`src/rtl/bitwise_op_ctrl_pkg.sv`:
```
// Shared definitions for the bitwise-unit sequencer.
//   - Opcode encodings seen on the request ports (3 bits).
//   - Function selects driven to the shared combinational bitwise unit (2 bits).
//   - Controller state encoding (2 bits).
package bitwise_op_ctrl_pkg;

  localparam logic [2:0] OP_AND  = 3'b000;
  localparam logic [2:0] OP_OR   = 3'b001;
  localparam logic [2:0] OP_XOR  = 3'b010;
  localparam logic [2:0] OP_NOT  = 3'b011;
  localparam logic [2:0] OP_NAND = 3'b100;
  localparam logic [2:0] OP_NOR  = 3'b101;
  localparam logic [2:0] OP_XNOR = 3'b110;
  localparam logic [2:0] OP_ANDN = 3'b111;

  localparam logic [1:0] FN_AND = 2'b00;
  localparam logic [1:0] FN_OR  = 2'b01;
  localparam logic [1:0] FN_XOR = 2'b10;
  localparam logic [1:0] FN_NOT = 2'b11;

  localparam logic [1:0] ST_IDLE  = 2'd0;
  localparam logic [1:0] ST_EXEC1 = 2'd1;
  localparam logic [1:0] ST_EXEC2 = 2'd2;
  localparam logic [1:0] ST_DONE  = 2'd3;

  // Opcodes with the top bit set need a second pass through the unit.
  function automatic logic is_compound(input logic [2:0] op);
    return op[2];
  endfunction

endpackage

```
`src/rtl/bitwise_op_ctrl_if.sv`:
```
// Bundle of the request, response and bitwise-unit signals of the sequencer.
//   master : requesters / result consumer / bitwise unit side
//   slave  : the bitwise_op_ctrl controller
interface bitwise_op_ctrl_if;
  logic        req0_valid;
  logic        req0_ready;
  logic [2:0]  req0_op;
  logic [15:0] req0_a;
  logic [15:0] req0_b;
  logic        req1_valid;
  logic        req1_ready;
  logic [2:0]  req1_op;
  logic [15:0] req1_a;
  logic [15:0] req1_b;
  logic        rsp_valid;
  logic        rsp_ready;
  logic        rsp_id;
  logic [15:0] rsp_data;
  logic        rsp_zero;
  logic [15:0] bw_a;
  logic [15:0] bw_b;
  logic [1:0]  bw_funct;
  logic [15:0] bw_out;

  modport master (
    output req0_valid, req0_op, req0_a, req0_b,
    output req1_valid, req1_op, req1_a, req1_b,
    output rsp_ready, bw_out,
    input  req0_ready, req1_ready,
    input  rsp_valid, rsp_id, rsp_data, rsp_zero,
    input  bw_a, bw_b, bw_funct
  );

  modport slave (
    input  req0_valid, req0_op, req0_a, req0_b,
    input  req1_valid, req1_op, req1_a, req1_b,
    input  rsp_ready, bw_out,
    output req0_ready, req1_ready,
    output rsp_valid, rsp_id, rsp_data, rsp_zero,
    output bw_a, bw_b, bw_funct
  );
endinterface

```
`src/rtl/bitwise_rr_arb2.sv`:
```
// Two-requester grant logic.
//   clk, rst : clock, synchronous active-high reset
//   en       : grants allowed this cycle (controller idle and not in reset)
//   valid    : per-port request valid
//   grant    : one-hot (or zero) grant; a grant is also the handshake
// RR_EN=1 alternates on ties using last_grant; RR_EN=0 always prefers port 0.
module bitwise_rr_arb2 #(
  parameter bit RR_EN = 1'b1
) (
  input  logic       clk,
  input  logic       rst,
  input  logic       en,
  input  logic [1:0] valid,
  output logic [1:0] grant
);

  logic       last_grant_reg;
  logic       last_grant_next;
  logic [1:0] prefer;

  // On a tie the port that did not win last time is preferred.
  assign prefer[0] = RR_EN ? last_grant_reg : 1'b1;
  assign prefer[1] = RR_EN ? ~last_grant_reg : 1'b0;

  genvar gi;
  generate
    for (gi = 0; gi < 2; gi++) begin : g_port
      assign grant[gi] = en & valid[gi] & (~valid[1-gi] | prefer[gi]);
    end
  endgenerate

  // Only an actual handshake moves the round-robin pointer.
  assign last_grant_next = (|grant) ? grant[1] : last_grant_reg;

  always_ff @(posedge clk) begin
    if (rst) begin
      last_grant_reg <= 1'b1;
    end else begin
      last_grant_reg <= last_grant_next;
    end
  end

endmodule

```
`src/rtl/bitwise_op_ctrl.sv`:
```
// Sequencer and two-port arbiter for a shared 16-bit combinational bitwise unit.
//   clk, rst : clock, synchronous active-high reset
//   bus      : request ports 0/1, response port, bitwise unit drive/return
//   busy     : controller not idle
//   op_count : completed responses, wrapping 16-bit counter
// Compound ops (NAND/NOR/XNOR/ANDN) take two passes; the first pass result is
// kept in tmp and fed back on the second pass.
module bitwise_op_ctrl
  import bitwise_op_ctrl_pkg::*;
#(
  parameter bit RR_EN = 1'b1
) (
  input  logic               clk,
  input  logic               rst,
  bitwise_op_ctrl_if.slave   bus,
  output logic               busy,
  output logic [15:0]        op_count
);

  logic [1:0]  state_reg, state_next;
  logic [2:0]  op_reg, op_next;
  logic [15:0] a_reg, a_next;
  logic [15:0] b_reg, b_next;
  logic        id_reg, id_next;
  logic [15:0] tmp_reg, tmp_next;
  logic [15:0] data_reg, data_next;
  logic        zero_reg, zero_next;
  logic [15:0] op_count_reg, op_count_next;
  logic [1:0]  grant;
  logic        arb_en;

  // Ready is suppressed during reset so nothing is accepted in that cycle.
  assign arb_en = (state_reg == ST_IDLE) & ~rst;

  bitwise_rr_arb2 #(.RR_EN(RR_EN)) u_arb (
    .clk   (clk),
    .rst   (rst),
    .en    (arb_en),
    .valid ({bus.req1_valid, bus.req0_valid}),
    .grant (grant)
  );

  assign bus.req0_ready = grant[0];
  assign bus.req1_ready = grant[1];
  assign bus.rsp_valid  = (state_reg == ST_DONE);
  assign bus.rsp_data   = data_reg;
  assign bus.rsp_id     = id_reg;
  assign bus.rsp_zero   = zero_reg;
  assign busy           = (state_reg != ST_IDLE);
  assign op_count       = op_count_reg;

  always_comb begin
    state_next    = state_reg;
    op_next       = op_reg;
    a_next        = a_reg;
    b_next        = b_reg;
    id_next       = id_reg;
    tmp_next      = tmp_reg;
    data_next     = data_reg;
    zero_next     = zero_reg;
    op_count_next = op_count_reg;
    case (state_reg)
      ST_IDLE: begin
        if (|grant) begin
          id_next    = grant[1];
          op_next    = grant[1] ? bus.req1_op : bus.req0_op;
          a_next     = grant[1] ? bus.req1_a  : bus.req0_a;
          b_next     = grant[1] ? bus.req1_b  : bus.req0_b;
          state_next = ST_EXEC1;
        end
      end
      ST_EXEC1: begin
        tmp_next = bus.bw_out;
        if (is_compound(op_reg)) begin
          state_next = ST_EXEC2;
        end else begin
          data_next  = bus.bw_out;
          zero_next  = (bus.bw_out == 16'h0000);
          state_next = ST_DONE;
        end
      end
      ST_EXEC2: begin
        data_next  = bus.bw_out;
        zero_next  = (bus.bw_out == 16'h0000);
        state_next = ST_DONE;
      end
      ST_DONE: begin
        if (bus.rsp_ready) begin
          op_count_next = op_count_reg + 16'd1;
          state_next    = ST_IDLE;
        end
      end
      default: state_next = ST_IDLE;
    endcase
  end

  // Unit drive. Pass 1 of every compound op reuses the single-pass function
  // in op[1:0]; ANDN inverts b first, so its pass 1 presents b on bw_a.
  always_comb begin
    bus.bw_a     = 16'h0000;
    bus.bw_b     = 16'h0000;
    bus.bw_funct = FN_AND;
    case (state_reg)
      ST_EXEC1: begin
        bus.bw_a = (op_reg == OP_ANDN) ? b_reg : a_reg;
        bus.bw_b = b_reg;
        case (op_reg)
          OP_AND, OP_NAND: bus.bw_funct = FN_AND;
          OP_OR,  OP_NOR:  bus.bw_funct = FN_OR;
          OP_XOR, OP_XNOR: bus.bw_funct = FN_XOR;
          OP_NOT, OP_ANDN: bus.bw_funct = FN_NOT;
          default:         bus.bw_funct = FN_NOT;
        endcase
      end
      ST_EXEC2: begin
        if (op_reg == OP_ANDN) begin
          bus.bw_a     = a_reg;
          bus.bw_b     = tmp_reg;
          bus.bw_funct = FN_AND;
        end else begin
          bus.bw_a     = tmp_reg;
          bus.bw_funct = FN_NOT;
        end
      end
      default: ;
    endcase
  end

  always_ff @(posedge clk) begin
    if (rst) begin
      state_reg    <= ST_IDLE;
      op_reg       <= OP_AND;
      a_reg        <= 16'h0000;
      b_reg        <= 16'h0000;
      id_reg       <= 1'b0;
      tmp_reg      <= 16'h0000;
      data_reg     <= 16'h0000;
      zero_reg     <= 1'b0;
      op_count_reg <= 16'h0000;
    end else begin
      state_reg    <= state_next;
      op_reg       <= op_next;
      a_reg        <= a_next;
      b_reg        <= b_next;
      id_reg       <= id_next;
      tmp_reg      <= tmp_next;
      data_reg     <= data_next;
      zero_reg     <= zero_next;
      op_count_reg <= op_count_next;
    end
  end

endmodule

```
`src/flat_wrapper.sv`:
```
// flat-port wrapper written by rule: the top's interface ports become plain ports
module bitwise_op_ctrl_flat import bitwise_op_ctrl_pkg::*;
#(
  parameter bit RR_EN = 1'b1
)
  (clk, rst, busy, op_count, bus_req0_valid, bus_req0_op, bus_req0_a, bus_req0_b, bus_req1_valid, bus_req1_op, bus_req1_a, bus_req1_b, bus_rsp_ready, bus_bw_out, bus_req0_ready, bus_req1_ready, bus_rsp_valid, bus_rsp_id, bus_rsp_data, bus_rsp_zero, bus_bw_a, bus_bw_b, bus_bw_funct);
  bitwise_op_ctrl_if bus_i ();
  input  logic clk;
  input  logic rst;
  output logic busy;
  output logic [15:0] op_count;
  input wire logic [$bits(bus_i.req0_valid)-1:0] bus_req0_valid;
  input wire logic [$bits(bus_i.req0_op)-1:0] bus_req0_op;
  input wire logic [$bits(bus_i.req0_a)-1:0] bus_req0_a;
  input wire logic [$bits(bus_i.req0_b)-1:0] bus_req0_b;
  input wire logic [$bits(bus_i.req1_valid)-1:0] bus_req1_valid;
  input wire logic [$bits(bus_i.req1_op)-1:0] bus_req1_op;
  input wire logic [$bits(bus_i.req1_a)-1:0] bus_req1_a;
  input wire logic [$bits(bus_i.req1_b)-1:0] bus_req1_b;
  input wire logic [$bits(bus_i.rsp_ready)-1:0] bus_rsp_ready;
  input wire logic [$bits(bus_i.bw_out)-1:0] bus_bw_out;
  output wire logic [$bits(bus_i.req0_ready)-1:0] bus_req0_ready;
  output wire logic [$bits(bus_i.req1_ready)-1:0] bus_req1_ready;
  output wire logic [$bits(bus_i.rsp_valid)-1:0] bus_rsp_valid;
  output wire logic [$bits(bus_i.rsp_id)-1:0] bus_rsp_id;
  output wire logic [$bits(bus_i.rsp_data)-1:0] bus_rsp_data;
  output wire logic [$bits(bus_i.rsp_zero)-1:0] bus_rsp_zero;
  output wire logic [$bits(bus_i.bw_a)-1:0] bus_bw_a;
  output wire logic [$bits(bus_i.bw_b)-1:0] bus_bw_b;
  output wire logic [$bits(bus_i.bw_funct)-1:0] bus_bw_funct;
  assign bus_i.req0_valid = bus_req0_valid;
  assign bus_i.req0_op = bus_req0_op;
  assign bus_i.req0_a = bus_req0_a;
  assign bus_i.req0_b = bus_req0_b;
  assign bus_i.req1_valid = bus_req1_valid;
  assign bus_i.req1_op = bus_req1_op;
  assign bus_i.req1_a = bus_req1_a;
  assign bus_i.req1_b = bus_req1_b;
  assign bus_i.rsp_ready = bus_rsp_ready;
  assign bus_i.bw_out = bus_bw_out;
  assign bus_req0_ready = bus_i.req0_ready;
  assign bus_req1_ready = bus_i.req1_ready;
  assign bus_rsp_valid = bus_i.rsp_valid;
  assign bus_rsp_id = bus_i.rsp_id;
  assign bus_rsp_data = bus_i.rsp_data;
  assign bus_rsp_zero = bus_i.rsp_zero;
  assign bus_bw_a = bus_i.bw_a;
  assign bus_bw_b = bus_i.bw_b;
  assign bus_bw_funct = bus_i.bw_funct;
  bitwise_op_ctrl #(.RR_EN(RR_EN)) u_core (.clk(clk), .rst(rst), .bus(bus_i), .busy(busy), .op_count(op_count));
endmodule
```
`config.mk`:
```
export PLATFORM = sky130hd
export DESIGN_NAME = bitwise_op_ctrl_flat
export DESIGN_NICKNAME = d
export VERILOG_FILES = /design/src/rtl/bitwise_op_ctrl_pkg.sv /design/src/rtl/bitwise_op_ctrl_if.sv /design/src/rtl/bitwise_rr_arb2.sv /design/src/rtl/bitwise_op_ctrl.sv /design/src/flat_wrapper.sv
export SDC_FILE = /design/constraint.sdc
export NUM_CORES = 1
export LEC_CHECK = 0
export BUFFER_PORTS_ARGS = -buffer_cell sky130_fd_sc_hd__buf_2
export CORE_ASPECT_RATIO = 0.5
export CORE_MARGIN = 2
export CORE_UTILIZATION = 45
export CTS_BUF_LIST = sky130_fd_sc_hd__clkbuf_4 sky130_fd_sc_hd__clkbuf_8
export DETAILED_ROUTE_END_ITERATION = 16
export PLACE_DENSITY = 0.79
export SETUP_SLACK_MARGIN = 0.02
export SYNTH_ARGS = -nofsm -noshare
export SYNTH_HDL_FRONTEND = slang
export SYNTH_SLANG_ARGS = --single-unit
```
`constraint.sdc`:
```
create_clock -name clk -period 2.4 [get_ports clk]
set_clock_uncertainty 0.2 [all_clocks]
set_input_delay 0.48 -clock clk [delete_from_list [all_inputs] [get_ports clk]]
set_output_delay 0.48 -clock clk [all_outputs]
set_load 0.01 [all_outputs]
```
==> results of run 1 <==
## cell usage in the layout, fill, tap and decap left out, types with 4 or more instances in the layout
master / n
inv_6: 4
buf_2: 161
nor2b_2: 7
nor2_1: 81
a311oi_2: 29
nor4_1: 4
a22oi_1: 11
nor2b_1: 28
and3_1: 4
nand2_1: 82
buf_4: 18
buf_12: 5
a21oi_1: 7
o22a_1: 16
a311oi_1: 8
mux2i_1: 64
nand4_1: 6
a22oi_2: 5
o21ai_0: 6
buf_6: 4
clkbuf_8: 9
dfxtp_1: 85
xor2_1: 7
nand3_1: 5
## final timing paths
path                                     startpoint                  end  slack (ns)  depth (start not counted)
worst min-delay path                  bus_req1_b[8]      u_core.b_reg[8]        0.18                          3
worst max-delay path            u_core.state_reg[0]      bus_bw_funct[0]        0.04                          6
worst min register to register  u_core.bus.rsp_zero  u_core.bus.rsp_zero        0.25                          2
worst max register to register  u_core.state_reg[0]     u_core.op_reg[0]        0.35                         10
## layout make-up
class	instances	share of cell area [%]
Multi-Input combinational cell	406	46.41
Sequential cell	90	28.94
Timing Repair Buffer	190	17.99
Tap cell	140	2.792
Clock buffer	9	1.974
Clock inverter	7	1.197
Inverter	7	0.6980
## worst max-delay path, stage by stage (launching register included)
cell and delay (ns):
dfxtp_4 0.36, inv_2 0.04, buf_4 0.15, ha_4 0.32, buf_12 0.14, a21boi_2 0.16
buf_2 0.14
## stage by stage
| stage | hold slack [ns] | util (%) | total power, mW | instances |
|---|---|---|---|---|
| 2_1_floorplan | 0.2760 | - | 3.964 | 541 |
| 3_3_place_gp | 0.2404 | 56.24 | 4.685 | 822 |
| 3_5_place_dp | 0.2468 | 56.24 | 4.760 | 822 |
| 4_1_cts | 0.1633 | 59.56 | 6.097 | 842 |
| 5_1_grt | 0.1717 | 60.83 | 6.577 | 849 |
| 6_report | 0.1770 | 60.83 | 6.208 | 849 |
## what timing repair did
item | 4_1_cts | 5_1_grt
buffers inserted | 2 | 7
pin swaps | 2 | 3
gates resized for setup | 31 | 22
gates cloned | 2 | 0
setup endpoints to repair | 36 | 35
endpoints found under the hold margin | 0 | 0
## metal layers
| layer | wire, um | up-vias | part of all wire (%) | track usage (%) |
|---|---|---|---|---|
| li1 | - | 2245 | - | - |
| met1 | 6140 | 2119 | 46 | 31.72 |
| met2 | 6048 | 151 | 45 | 34.23 |
| met3 | 994 | 22 | 7.4 | 5.119 |
| met4 | 213 | 0 | 1.6 | 5.755 |
| met5 | 0 | - | 0 | 0 |
## power groups by stage
stage	logic [mW]	registers, mW	clock network (mW)
5_1_grt	3.20	2.22	1.16
3_5_place_dp	2.59	2.17	0
3_3_place_gp	2.54	2.15	0
6_report	2.96	2.19	1.06
2_1_floorplan	1.87	2.09	0
4_1_cts	2.86	2.15	1.08
## kinds of logic after synthesis
family | Yosys count | share of synthesized area, %
and+or+nand+nor | 235 | 22.71
DFF | 90 | 37.37
AOI/OAI and AO/OA | 89 | 18.25
buffers and inverters | 45 | 4.542
adders and majority gates | 6 | 1.557
muxes | 66 | 13.76
xor gates and xnor gates | 10 | 1.817
==> results.cfg, run 1 <==
[final_layout]
area.sequential_sq_um = 1815
n_fill_cell = 872
final_nets = 801
multi_input_area_sq_um = 2912
final_area_sq_um = 6274
drive_gt1_share_pct = 38.50
n_antenna_cell = 0
synthToLayoutAreaGrowth_pct = 30.13

[critical_path]
crit_path_start_kind = flop
required_ns = 1.72
crit_path_end_kind = output port
cp_data_arrival_time_ns = 1.68
worstSetupPathType = flop to output port
critPathMaxFanout = 17

[placed_design]
place_congestion = 0.8769
dpl_cell_area_sq_um = 5799
hpwl_um = 9782
place_ws_ns = 0.1731
port_buffers = 162

[sta]
layout_min_cycle_time_ns = 2.358
tightest_slew_ns = 0.5624
fmax_ghz = 0.4241
hold_viol = 0
rsz0062_at_grt = yes
finalSetupViolCount = 0
setup_slack_ns = 0.04230
fin_crit_sh_pct = 98.24
slew_viol_final = 0
maxSlewHeadroom_pct = 62.51
setup_tns_ns = 0

[pwr]
pwr-share-clk_pct = 17.1
internal_power_mw = 3.797
irDropWorstVdd_uv = 437.1
pwr-share-seq_pct = 35.2
switching_share_pct = 38.84
p_per_area_nw_per_um2 = 989.5
p_leak_nw = 2.899
switchingPower_mw = 2.411
p_comb_share_pct = 47.6

[clock_tree]
numCtsBuffers = 9
holdBufCountCts = 0
cts_root_buf = clkbuf_8
htree_levels = 3
cts_tree = yes
clock_sinks = 90
clk_pin_slew_ns = 0.09
clock_path_buffers = 2
clk-insertion-delay-late_ns = 0.36

[synth]
yosysTopAreaCell = dfxtp_1
synth-seq-cells = 90
ys_warn_count = 0
synth.cell_area_sq_um = 4821
synth_top_cell_area_share_pct = 37.37
synth_fp_nets = 638
synth.most_common_cell = dfxtp_1
yosysUniqueCellTypes = 44
synth_commonest_cells = 90 x dfxtp_1, 82 x nand2_1, 82 x nor2_1, 64 x mux2i_1, 35 x nor2b_1
yosysSeqAreaShare_pct = 37.37
postSynthAreaPerCell_sq_um = 8.911
synthTopCellsByArea = dfxtp_1 37%, mux2i_1 13%, a311oi_2 9.0%
synthCells = 541
synth_flop_cell = dfxtp_1
synthArstFlopShare_pct = 0
synth_edf_count = 0

[global_routing]
overflow = 0
grt_pass1_wl_um = 20540
antenna_found_initial = 0
grtUsageTotal_pct = 22.40
grt_pass1_vias = 4047
grt_max_degree = 73

[detailed_routing]
drt_wl_total_um = 13400
drc_errors = 0
wl_per_cell_um = 15.78
first_pass_iters = 5
drt_iter0_markers = 418
via_per_inst = 5.344
antenna_left = 0
vias = 4537

[floorplanning]
die_y_um = 77.19
core_sq_um = 10310
die_area_sq_um = 11610
initial_utilization_pct = 46.75
std_cell_rows = 26
io_pins = 163
die_w_um = 150.4

[flow_run]
cap_violations = 0

[worst_hold_path]
min_path_type = input pin to flop

[run_status]
outcome = complete, no violations
Power figures use the tool's default switching activity.
==> run 2, diff against run 1 <==
Settings changed: CORE_UTILIZATION 45 to 25, PLACE_DENSITY 0.79 to 0.51.
==> run 2 against run 1 <==
The flow now finishes with violations (negative setup slack). Utilization decreased by 24 points. Fmax is 2.4% lower. Sequential share of layout area shrank 2.3 points. Die area up 76%. Power increased by 13%. Sequential cell count unchanged. Setup slack worse by 0.057 ns. Via count is 1.1% higher. Critical path depth grew 1. Highest routed layer unchanged.
==> results.cfg, run 2 (synthesis gave the netlist of run 1 again) <==
[sta]
slew_viol_final = 0
tightest_slew_ns = 0.6092
setup_slack_ns = -0.01454
hold_viol = 0
fmax_ghz = 0.4142
layout_min_cycle_time_ns = 2.415
fin_hold_ws_ns = 0.1736
rsz0062_at_grt = yes
finalSetupViolCount = 6
maxSlewHeadroom_pct = 59.39
fin_crit_sh_pct = 100.6
setup_tns_ns = -0.04773

[clock_tree]
cts_tree = yes
numCtsBuffers = 9
clk_pin_slew_ns = 0.10
cts_root_buf = clkbuf_8
clock_path_buffers = 2
holdBufCountCts = 0
htree_levels = 3
clock_sinks = 90
clk-insertion-delay-late_ns = 0.37

[final_layout]
n_antenna_cell = 0
synthToLayoutAreaGrowth_pct = 41.11
final_cells = 977
drive_gt1_share_pct = 41.64
final_area_sq_um = 6803
final_nets = 810
n_fill_cell = 1956
final_common_cell = buf_2
area.sequential_sq_um = 1813
multi_input_area_sq_um = 3039
fin_util_pct = 36.47
mostFrequentLayoutCells = 147 x buf_2, 85 x dfxtp_1, 81 x nand2_1, 81 x nor2_1, 64 x mux2i_1

[global_routing]
grt_pass1_vias = 4253
grt_max_degree = 73
overflow = 0
antenna_found_initial = 0
grt_pass1_wl_um = 24450
grtUsageTotal_pct = 15.59

[floorplanning]
die_y_um = 102.2
io_pins = 163
core_sq_um = 18660
std_cell_rows = 35
die_w_um = 200.4
die_area_sq_um = 20480
initial_utilization_pct = 25.84

[detailed_routing]
drt_wl_total_um = 16660
drc_errors = 0
vias = 4588
via_per_inst = 4.696
first_pass_iters = 4
antenna_left = 0
drt_iter0_markers = 319
wl_per_cell_um = 17.05

[critical_path]
max_stage_delay_ns = 0.38
required_ns = 1.72
slowest_stage = dfxtp_4
crit_path_end_kind = output port
crit_path_start_kind = flop
worstSetupPathType = flop to output port
cp_cell_sequence = inv_4 -> buf_6 -> ha_4 -> buf_6 -> clkbuf_16 -> nor2b_1 -> buf_2
critPathMaxFanout = 5
worst_path_most_repeated_cell = buf_6
cp_data_arrival_time_ns = 1.73

[pwr]
pwr-share-clk_pct = 17.1
switching_share_pct = 37.85
p_leak_nw = 3.026
p_per_area_nw_per_um2 = 1034
internal_power_mw = 4.370
switchingPower_mw = 2.661
pwr-share-seq_pct = 31.6
p_comb_share_pct = 51.3
irDropWorstVdd_uv = 366.0

[run_status]
violations = negative setup slack
outcome = finished, violations left

[placed_design]
dp.cells = 946
port_buffers = 162
hpwl_um = 12100
place_congestion = 0.8424
dpl_cell_area_sq_um = 6001

[worst_hold_path]
min_path_type = input pin to flop

[flow_run]
cap_violations = 0
==> run 2: repair_timing <==
item	in CTS	in global routing
cloned	1	5
resized for setup	48	49
pin swaps	2	7
setup endpoints to repair	36	36
buffers inserted	3	7
==> run 2: worst max-delay path, delay by kind of cell (launching register included) <==
kind	cells	cell delay, ns
buffers and inverters	5	0.58
flip-flops	1	0.38
adder cells (fa/ha/maj)	1	0.29
AND/OR/NAND/NOR	1	0.12
==> run 2: metal layers <==
| layer | global-route usage [%] | wire [um] | vias up |
|---|---|---|---|
| met1 | 22.49 | 8425 | 2206 |
| met2 | 23.82 | 7472 | 111 |
| met3 | 3.061 | 619 | 13 |
| met5 | 0 | 0 | - |
| li1 | - | - | 2258 |
| met4 | 4.103 | 144 | 0 |
==> run 2: power groups by stage <==
stage,sequential (mW),clock (mW),combinational (mW)
2_1_floorplan,2.09,0,1.87
3_3_place_gp,2.20,0,2.65
3_5_place_dp,2.20,0,2.67
4_1_cts,2.20,1.26,2.94
5_1_grt,2.26,1.33,3.88
6_report,2.22,1.20,3.61
==> run 2: path summary, 6_finish.rpt <==
path                                           from                      to  slack [ns]  cells past startpoint
worst min-delay path                  bus_bw_out[4]  u_core.bus.rsp_data[4]        0.17                      3
worst max-delay path            u_core.state_reg[0]             bus_bw_a[5]       -0.01                      7
worst min register to register    u_core.bus.rsp_id       u_core.bus.rsp_id        0.26                      2
worst max register to register  u_core.state_reg[0]  u_core.bus.rsp_data[1]        0.28                      8
==> run 2: through the flow <==
stage	setup slack, ns	total power [mW]
floorplan	0.1215	3.964
global placement	0.1310	4.848
detailed placement	0.09224	4.879
CTS	-0.02465	6.398
global route	-0.09569	7.467
finish	-0.01454	7.031
==> run 2: layout make-up <==
| type | instances | area share, % |
|---|---|---|
| Clock inverter | 6 | 1.306 |
| Clock buffer | 10 | 2.023 |
| Sequential cell | 90 | 26.65 |
| Timing Repair Buffer | 199 | 19.99 |
| Multi-Input combinational cell | 406 | 44.68 |
| Tap cell | 259 | 4.764 |
| Inverter | 7 | 0.5886 |
==> run 3, diff against run 2 <==
Settings changed: CELL_PAD_IN_SITES_DETAIL_PLACEMENT from default to 1, CELL_PAD_IN_SITES_GLOBAL_PLACEMENT from default to 2, CORE_UTILIZATION 25 to 30, PLACE_DENSITY 0.51 to 0.88.
==> run 3 against run 2 <==
The run still ends with negative setup slack left. Register-to-register slack got worse by 0.09 ns. Fmax fell by 0.76%. Non-clock buffer count rose by 9. First-iteration DRC count fell by 38%. Sequential share of layout area barely moved. Wire length rose by 0.92%. Hold slack improved by 0.0016 ns. Global-route usage rose by 3.4 points. Combinational power rose by 2%. Power rose by 1.3%. Critical endpoint is now bus_bw_b[7]. Clock power barely moved. Final cell count fell by 4.7%. Critical path type unchanged. Largest power group unchanged.
==> results.cfg, run 3 (synthesis gave the netlist of run 1 again) <==
[clock_tree]
clk_pin_slew_ns = 0.10
cts_root_buf = clkbuf_8
clock_sinks = 90
holdBufCountCts = 0
clk-insertion-delay-late_ns = 0.37
numCtsBuffers = 9
clock_path_buffers = 2
cts_tree = yes
htree_levels = 3

[sta]
setup_slack_ns = -0.03297
maxSlewHeadroom_pct = 42.04
setup_tns_ns = -0.2119
fmax_ghz = 0.4110
slew_viol_final = 0
fin_hold_ws_ns = 0.1752
hold_viol = 0
tightest_slew_ns = 0.8694
finalSetupViolCount = 14
fin_crit_sh_pct = 101.4
rsz0062_at_grt = yes
layout_min_cycle_time_ns = 2.433

[pwr]
p_per_area_nw_per_um2 = 1047
p_total_mw = 7.120
irDropWorstVdd_uv = 417.5
p_leak_nw = 3.073

[critical_path]
cp_data_arrival_time_ns = 1.75
crit_buf_inv = 4
worstSetupPathType = flop to output port
slowest_stage = dfxtp_4
critPathMaxFanout = 9
cp_cell_sequence = inv_4 -> buf_4 -> ha_4 -> buf_12 -> nor2b_1 -> buf_2
crit_path_start_kind = flop
required_ns = 1.72
max_stage_delay_ns = 0.38
cpLargestDelayFamily = buffers and inverters
crit_path_end_kind = output port

[final_layout]
n_fill_cell = 1831
mostFrequentLayoutCells = 146 x buf_2, 85 x dfxtp_1, 82 x nand2_1
synthToLayoutAreaGrowth_pct = 41.08
final_nets = 819
drive_gt1_share_pct = 41.95
final_common_cell = buf_2
n_antenna_cell = 0
final_cells = 931
final_area_sq_um = 6802
fin_util_pct = 43.67

[global_routing]
grt_pass1_vias = 4824
grtUsageTotal_pct = 19.00
grt_max_degree = 73
grt_pass1_wl_um = 25190
overflow = 0
antenna_found_initial = 0

[placed_design]
port_buffers = 162
place_congestion = 0.7613
hpwl_um = 11760
dp.cells = 890
place_ws_ns = 0.07722
dpl_cell_area_sq_um = 5924

[detailed_routing]
antenna_left = 0
wl_met1_um = 7941
dr_wl_met2_um = 8054
first_pass_iters = 4
wl_per_cell_um = 18.06
vias = 4681
drc_errors = 0
top_layer_used = met4
wl_met3_um = 680
drt_iter0_markers = 198
via_per_inst = 5.028
drt_wl_total_um = 16820

[floorplanning]
core_sq_um = 15570
die_area_sq_um = 17160
initial_utilization_pct = 30.95
die_y_um = 93.64
io_pins = 163
std_cell_rows = 32
die_w_um = 183.3

[run_status]
violations = negative setup slack
outcome = finished, violations left

[flow_run]
cap_violations = 0

[worst_hold_path]
min_path_type = input pin to flop
## run 3: cell types whose count changed in the layout (fill, tap and decap cells not counted), moves of 2 or more
| cell | before | now |
|---|---|---|
| buf_16 | 0 | 2 |
| buf_4 | 18 | 31 |
| a22oi_2 | 7 | 5 |
| a22oi_1 | 9 | 11 |
| buf_6 | 23 | 19 |
| inv_8 | 0 | 4 |
| nor2b_4 | 16 | 14 |
| clkinv_2 | 2 | 0 |
## run 3: worst paths after layout
kind	slack, ns	startpoint	endpoint	cells after the start
worst max-delay path	-0.03	u_core.state_reg[0]	bus_bw_b[7]	6
worst max register to register	0.19	u_core.state_reg[0]	u_core.op_count[13]	8
worst min-delay path	0.18	bus_req1_b[7]	u_core.b_reg[7]	3
worst min register to register	0.26	u_core.bus.rsp_zero	u_core.bus.rsp_zero	2
## run 3: report_power, final
part | total (mW) | internal, mW | switching (mW)
Clock | 1.22 | 0.615 | 0.609
Combinational | 3.70 | 1.93 | 1.77
Sequential | 2.20 | 1.85 | 0.351
## run 3: layout make-up
| type | count | area [sq um] | share of cell area, % |
|---|---|---|---|
| clock buffer | 10 | 131.4 | 1.932 |
| multi-input combinational | 406 | 3009 | 44.24 |
| inverter | 7 | 53.80 | 0.7910 |
| timing repair buffer | 208 | 1438 | 21.14 |
| clock inverter | 6 | 98.84 | 1.453 |
| sequential | 90 | 1815 | 26.69 |
| tap | 204 | 255.2 | 3.753 |
## run 3: repair_timing
| item | CTS | global route |
|---|---|---|
| gates cloned | 3 | 3 |
| buffers inserted | 11 | 8 |
| setup endpoints to repair | 36 | 35 |
| resized for setup | 61 | 38 |
| pin swaps | 5 | 3 |
## run 3: worst reg2reg max path, delay by kind of cell, from the launching register on
kind	cells	cell delay, ns
AO/OA/AOI/OAI	1	0.15
adder cells (fa/ha/maj)	1	0.23
flip-flops	1	0.38
AND/OR/NAND/NOR	3	0.90
buffers and inverters	3	0.29
## run 3: per-layer routing
layer / up-vias / global-route usage, %
met5: - / 0
li1: 2278 / -
met1: 2291 / 24.97
met2: 103 / 32.61
met3: 9 / 3.621
met4: 0 / 4.000
